### config.mk
export PLATFORM = sky130hd
export DESIGN_NAME = alu_op_controller
export DESIGN_NICKNAME = d
export VERILOG_FILES = /design/src/rtl/alu_ctrl_pkg.sv /design/src/rtl/rise_pulse.sv /design/src/rtl/alu_op_controller.sv
export SDC_FILE = /design/constraint.sdc
export NUM_CORES = 1
export LEC_CHECK = 0
export BUFFER_PORTS_ARGS = -buffer_cell sky130_fd_sc_hd__buf_2
export CORE_ASPECT_RATIO = 0.6
export CORE_UTILIZATION = 38
export CTS_CLUSTER_DIAMETER = 40
export DETAILED_ROUTE_END_ITERATION = 6
export SYNTH_ARGS = -nofsm -noshare
export SYNTH_HDL_FRONTEND = slang
export SYNTH_SLANG_ARGS = --single-unit
### constraint.sdc
create_clock -name clk -period 1.6 [get_ports clk]
set_input_delay 0.32 -clock clk [delete_from_list [all_inputs] [get_ports clk]]
set_output_delay 0.32 -clock clk [all_outputs]
set_load 0.1 [all_outputs]
### src/rtl/alu_ctrl_pkg.sv
// Shared types and constants for the ALU sequencing controller.
// Holds the FSM state encoding and the packed opcode layout taken from the switches.
package alu_ctrl_pkg;

    typedef enum logic [2:0] {
        LOAD_A  = 3'd0,
        LOAD_B  = 3'd1,
        LOAD_OP = 3'd2,
        EXEC    = 3'd3,
        SHOW    = 3'd4
    } alu_ctrl_state_t;

    typedef struct packed {
        logic       arith;
        logic [2:0] sel;
    } alu_op_t;

    // Only this selector produces a meaningful carry in bit N of the ALU result.
    localparam logic [2:0] SEL_ADD = 3'b000;

endpackage

### src/rtl/rise_pulse.sv
// Rising-edge detector for an already synchronized level.
// prev resets to 1 so that a level held high through reset never produces a pulse.
module rise_pulse (
    input  logic clk,
    input  logic rst,
    input  logic sig,
    output logic pulse
);

    logic prev;

    always_ff @(posedge clk) begin
        if (rst) begin
            prev <= 1'b1;
        end else begin
            prev <= sig;
        end
    end

    assign pulse = sig & ~prev;

endmodule

### src/rtl/alu_op_controller.sv
// Sequencer for the board ALU: loads A, B and an opcode one press at a time,
// runs a single EXEC cycle to capture the result, and supports chaining result into A.
module alu_op_controller
    import alu_ctrl_pkg::*;
#(
    parameter int N     = 3,
    parameter int CNT_W = 8
) (
    input  logic             clk,
    input  logic             rst,
    input  logic             btn_next,
    input  logic             btn_clear,
    input  logic             chain,
    input  logic [N-1:0]     sw_data,
    input  logic [3:0]       sw_op,
    input  logic [N:0]       alu_result,
    output logic [N-1:0]     alu_a,
    output logic [N-1:0]     alu_b,
    output logic [2:0]       alu_sel,
    output logic             alu_arith,
    output logic [N:0]       result,
    output logic             result_valid,
    output logic [2:0]       state_code,
    output logic [CNT_W-1:0] op_count
);

    alu_ctrl_state_t state;
    alu_op_t         op_in;
    alu_op_t         op_q;
    logic            press;

    rise_pulse u_next_pulse (
        .clk   (clk),
        .rst   (rst),
        .sig   (btn_next),
        .pulse (press)
    );

    assign op_in      = alu_op_t'(sw_op);
    assign alu_sel    = op_q.sel;
    assign alu_arith  = op_q.arith;
    assign state_code = state;

    // NOTE: every register here is written with <= so all fields update together on
    // the edge; a blocking write would let later statements see the new value early.
    always_ff @(posedge clk) begin
        if (rst) begin
            state        <= LOAD_A;
            alu_a        <= '0;
            alu_b        <= '0;
            op_q         <= '0;
            result       <= '0;
            result_valid <= 1'b0;
            op_count     <= '0;
        end else if (btn_clear) begin
            // Abort wins over any press this cycle; the operation counter survives.
            state        <= LOAD_A;
            alu_a        <= '0;
            alu_b        <= '0;
            op_q         <= '0;
            result       <= '0;
            result_valid <= 1'b0;
        end else begin
            case (state)
                LOAD_A: begin
                    if (press) begin
                        alu_a <= sw_data;
                        state <= LOAD_B;
                    end
                end
                LOAD_B: begin
                    if (press) begin
                        alu_b <= sw_data;
                        state <= LOAD_OP;
                    end
                end
                LOAD_OP: begin
                    if (press) begin
                        op_q         <= op_in;
                        result_valid <= 1'b0;
                        state        <= EXEC;
                    end
                end
                EXEC: begin
                    result       <= alu_result;
                    result_valid <= 1'b1;
                    if (op_count != {CNT_W{1'b1}}) begin
                        op_count <= op_count + CNT_W'(1);
                    end
                    state <= SHOW;
                end
                SHOW: begin
                    if (press) begin
                        if (chain) begin
                            alu_a <= result[N-1:0];
                            state <= LOAD_B;
                        end else begin
                            state <= LOAD_A;
                        end
                    end
                end
                default: begin
                    state <= LOAD_A;
                end
            endcase
        end
    end

endmodule

==> impl_metrics.yaml <==
pwr:
  clkPwrFrac_pct: 33.4
  seq_power_share_pct: 60.1
  irDropWorstVdd_v: 0.0003737
  p_sw_share_pct: 22.39
  p_int_mw: 0.8701
  cellPowerDensity_mw_per_mm2: 758.7
  p_leak_nw: 0.6843
  combPwrFrac_pct: 6.5
  p_sw_mw: 0.2510
layout:
  drive_gt1_share_pct: 38.75
  fillerInstances: 288
  stdcell_area_mm2: 0.001478
  fin_nets: 178
  diodes: 0
  area_growth_pct: 27.13
placed_design:
  placedInstanceArea_mm2: 0.001431
  numPortBuffers: 41
  place.gp.congestion: 0.7949
  dp_hpwl_mm: 1.871
  dp_worst_setup_slack_ns: 0.08880
setup_path:
  path_class: "register to output port"
  cp-end-kind: "output port"
  crit_chain: "buf_2"
  slowest_delay_ns: 0.47
  cp_num_cells: 1
  slowest_stage: "buf_2"
  required_ns: 1.28
  arrival_ns: 1.20
  worst-path-buf-inv: 1
  crit_family: "buffers and inverters"
  reg2regPathDepth: 4
  critPathLaunchType: "register"
  crit_fanout: 8
synthesis:
  synth.net_count: 135
  syn_area_per_cell_um2: 9.851
  syn_area_mm2: 0.001162
  ys_ff_latch: 27
  synth_most_common_cell: "dfxtp_1"
  synth.largest_area_cell: "dfxtp_1"
  synth_ff_type: "dfxtp_1"
  synth_seq_area_share_pct: 46.50
  synthCells: 118
  synth.top_cell.area_share_pct: 46.50
  ys_top_cells_by_area: "dfxtp_1, mux2i_1, nor2_1"
  synth_edf_count: 0
  synth_common_cells: "dfxtp_1, nor2_1, mux2i_1"
  ys_warn_count: 0
  synthArstFlopShare_pct: 0
  synth_cell_types: 32
clock_network:
  cts-buffers-inserted: 3
  clock_path_buffers: 2
  clk_latency_ns: 0.27
  path_clk_slew_ns: 0.09
  htree_levels: 1
  root_buffer: "clkbuf_8"
  post_cts_resized: 0
  cts_tree: "built"
  cts_hold_buf: 0
  cts_sinks: 27
  cts_setup_buffers: 0
die:
  dieHeight_um: 44.84
  io_pins: 42
  initial_utilization_pct: 40.22
  coreArea_mm2: 0.002890
  placementRows: 15
  chipWidth_um: 73.40
  die_area_mm2: 0.003291
routing:
  highest_layer: "met4"
  wl_met1_mm: 1.307
  wl_per_cell_um: 12.09
  wl_met3_um: 153
  wl_met2_um: 964
  first_iter_violations: 25
  routed_via_density: 4.807
  routed_wl_mm: 2.443
  antenna_left: 0
  drtPass1Iterations: 4
  route.detailed.drc: 0
  vias: 971
timing:
  worst_pin_slew_ns: 0.6409
  fin_crit_sh_pct: 94.91
  worst_slew_margin_rel_pct: 57.27
  skew_ns: 0.004717
  period_needed_ns: 1.518
  hold_violations: 0
  final.setup.tns_ns: 0
  grt_setup_unrepaired: "false"
  drv_slew: 0
  setup_violations: 0
  timing.final.ws_setup_ns: 0.08152
  max_freq_mhz: 658.6
global_routing:
  grt_pass1_wl_mm: 3.774
  grt_use_total_pct: 15.74
  antenna_found_initial: 0
  grt_pass1_vias: 837
  grt_max_degree: 19
  grt-ovfl-total: 0
hold_path:
  hp-class: "input port to register"
  worstHoldPathCells: 2
run:
  maxCapViolCount: 0
run_status:
  outcome: "completed"
path summary, 6_finish.rpt:
path,startpoint,endpoint,slack (ns)
max,state_code[0]$_SDFFE_PP0P_,state_code[0],0.08
max reg2reg,u_next_pulse.prev$_SDFF_PP1_,alu_a[0]$_SDFFE_PP0P_,0.13
min,btn_next,u_next_pulse.prev$_SDFF_PP1_,0.27
min reg2reg,result_valid$_SDFFE_PP0P_,result_valid$_SDFFE_PP0P_,0.47
cell families (layout without fill, tap and decap cells):
| kind of cell | after synthesis | in the layout | synth area share, % |
|---|---|---|---|
| AOI/OAI and AO/OA | 14 | 14 | 9.795 |
| xor gates and xnor gates | 7 | 7 | 5.275 |
| adders and majority gates | 1 | 1 | 1.076 |
| buffers and inverters | 6 | 48 | 2.153 |
| DFF | 27 | 27 | 46.50 |
| muxes | 15 | 15 | 12.92 |
| and+or+nand+nor | 48 | 48 | 22.28 |
stage by stage:
stage	instances	util [%]	power, mW	hold WS (ns)
3_5_place_dp	198	49.52	0.7624	0.4516
5_1_grt	202	51.13	1.172	0.2577
3_3_place_gp	198	49.52	0.7609	0.4434
6_report	202	51.13	1.121	0.2662
4_1_cts	202	51.13	1.139	0.2633
2_1_floorplan	118	-	0.7334	0.4266
cells in the final DEF, fill, tap and decap left out, types with 2 or more instances in the layout:
master | netlist | final
buf_2 | 2 | 41
nor2_1 | 25 | 25
dfxtp_1 | 27 | 16
mux2i_1 | 15 | 15
dfxtp_2 | 0 | 8
xor2_1 | 7 | 7
a211oi_1 | 3 | 3
nand2_1 | 3 | 3
nand4_1 | 3 | 3
o211ai_1 | 3 | 3
a21oi_1 | 3 | 3
clkbuf_8 | 0 | 3
dfxtp_4 | 0 | 3
nand3b_1 | 2 | 2
inv_1 | 2 | 2
nand2b_1 | 2 | 2
and4_1 | 2 | 2
and3_1 | 2 | 2
sequential cells by signal, summed over array words and instances, names as in the netlist:
name / count
alu_b: 3
result_valid: 1
state_code: 3
alu_arith: 1
op_count: 8
alu_sel: 3
alu_a: 3
result: 4
u_next_pulse.prev: 1
layout make-up:
cell class / instances / area, um^2 / area share (%)
Clock buffer: 3 / 41.29 / 2.794
Clock inverter: 1 / 5.005 / 0.3387
Inverter: 2 / 7.507 / 0.5080
Multi-Input combinational cell: 85 / 596.8 / 40.39
Sequential cell: 27 / 561.8 / 38.02
Tap cell: 42 / 52.55 / 3.556
Timing Repair Buffer: 42 / 212.7 / 14.39
layer usage:
layer,vias to the layer above,global-route usage (%)
met5,-,0
met1,437,23.18
met2,28,21.67
met4,0,3.462
met3,2,5.804
li1,504,-
power groups by stage:
stage	sequential [mW]	clock [mW]	combinational, mW
3_3_place_gp	0.689	0	0.0715
3_5_place_dp	0.689	0	0.0731
5_1_grt	0.674	0.421	0.0775
6_report	0.673	0.375	0.0729
2_1_floorplan	0.706	0	0.0271
4_1_cts	0.674	0.392	0.0734
Note: power is estimated with default switching activity, not from simulation.
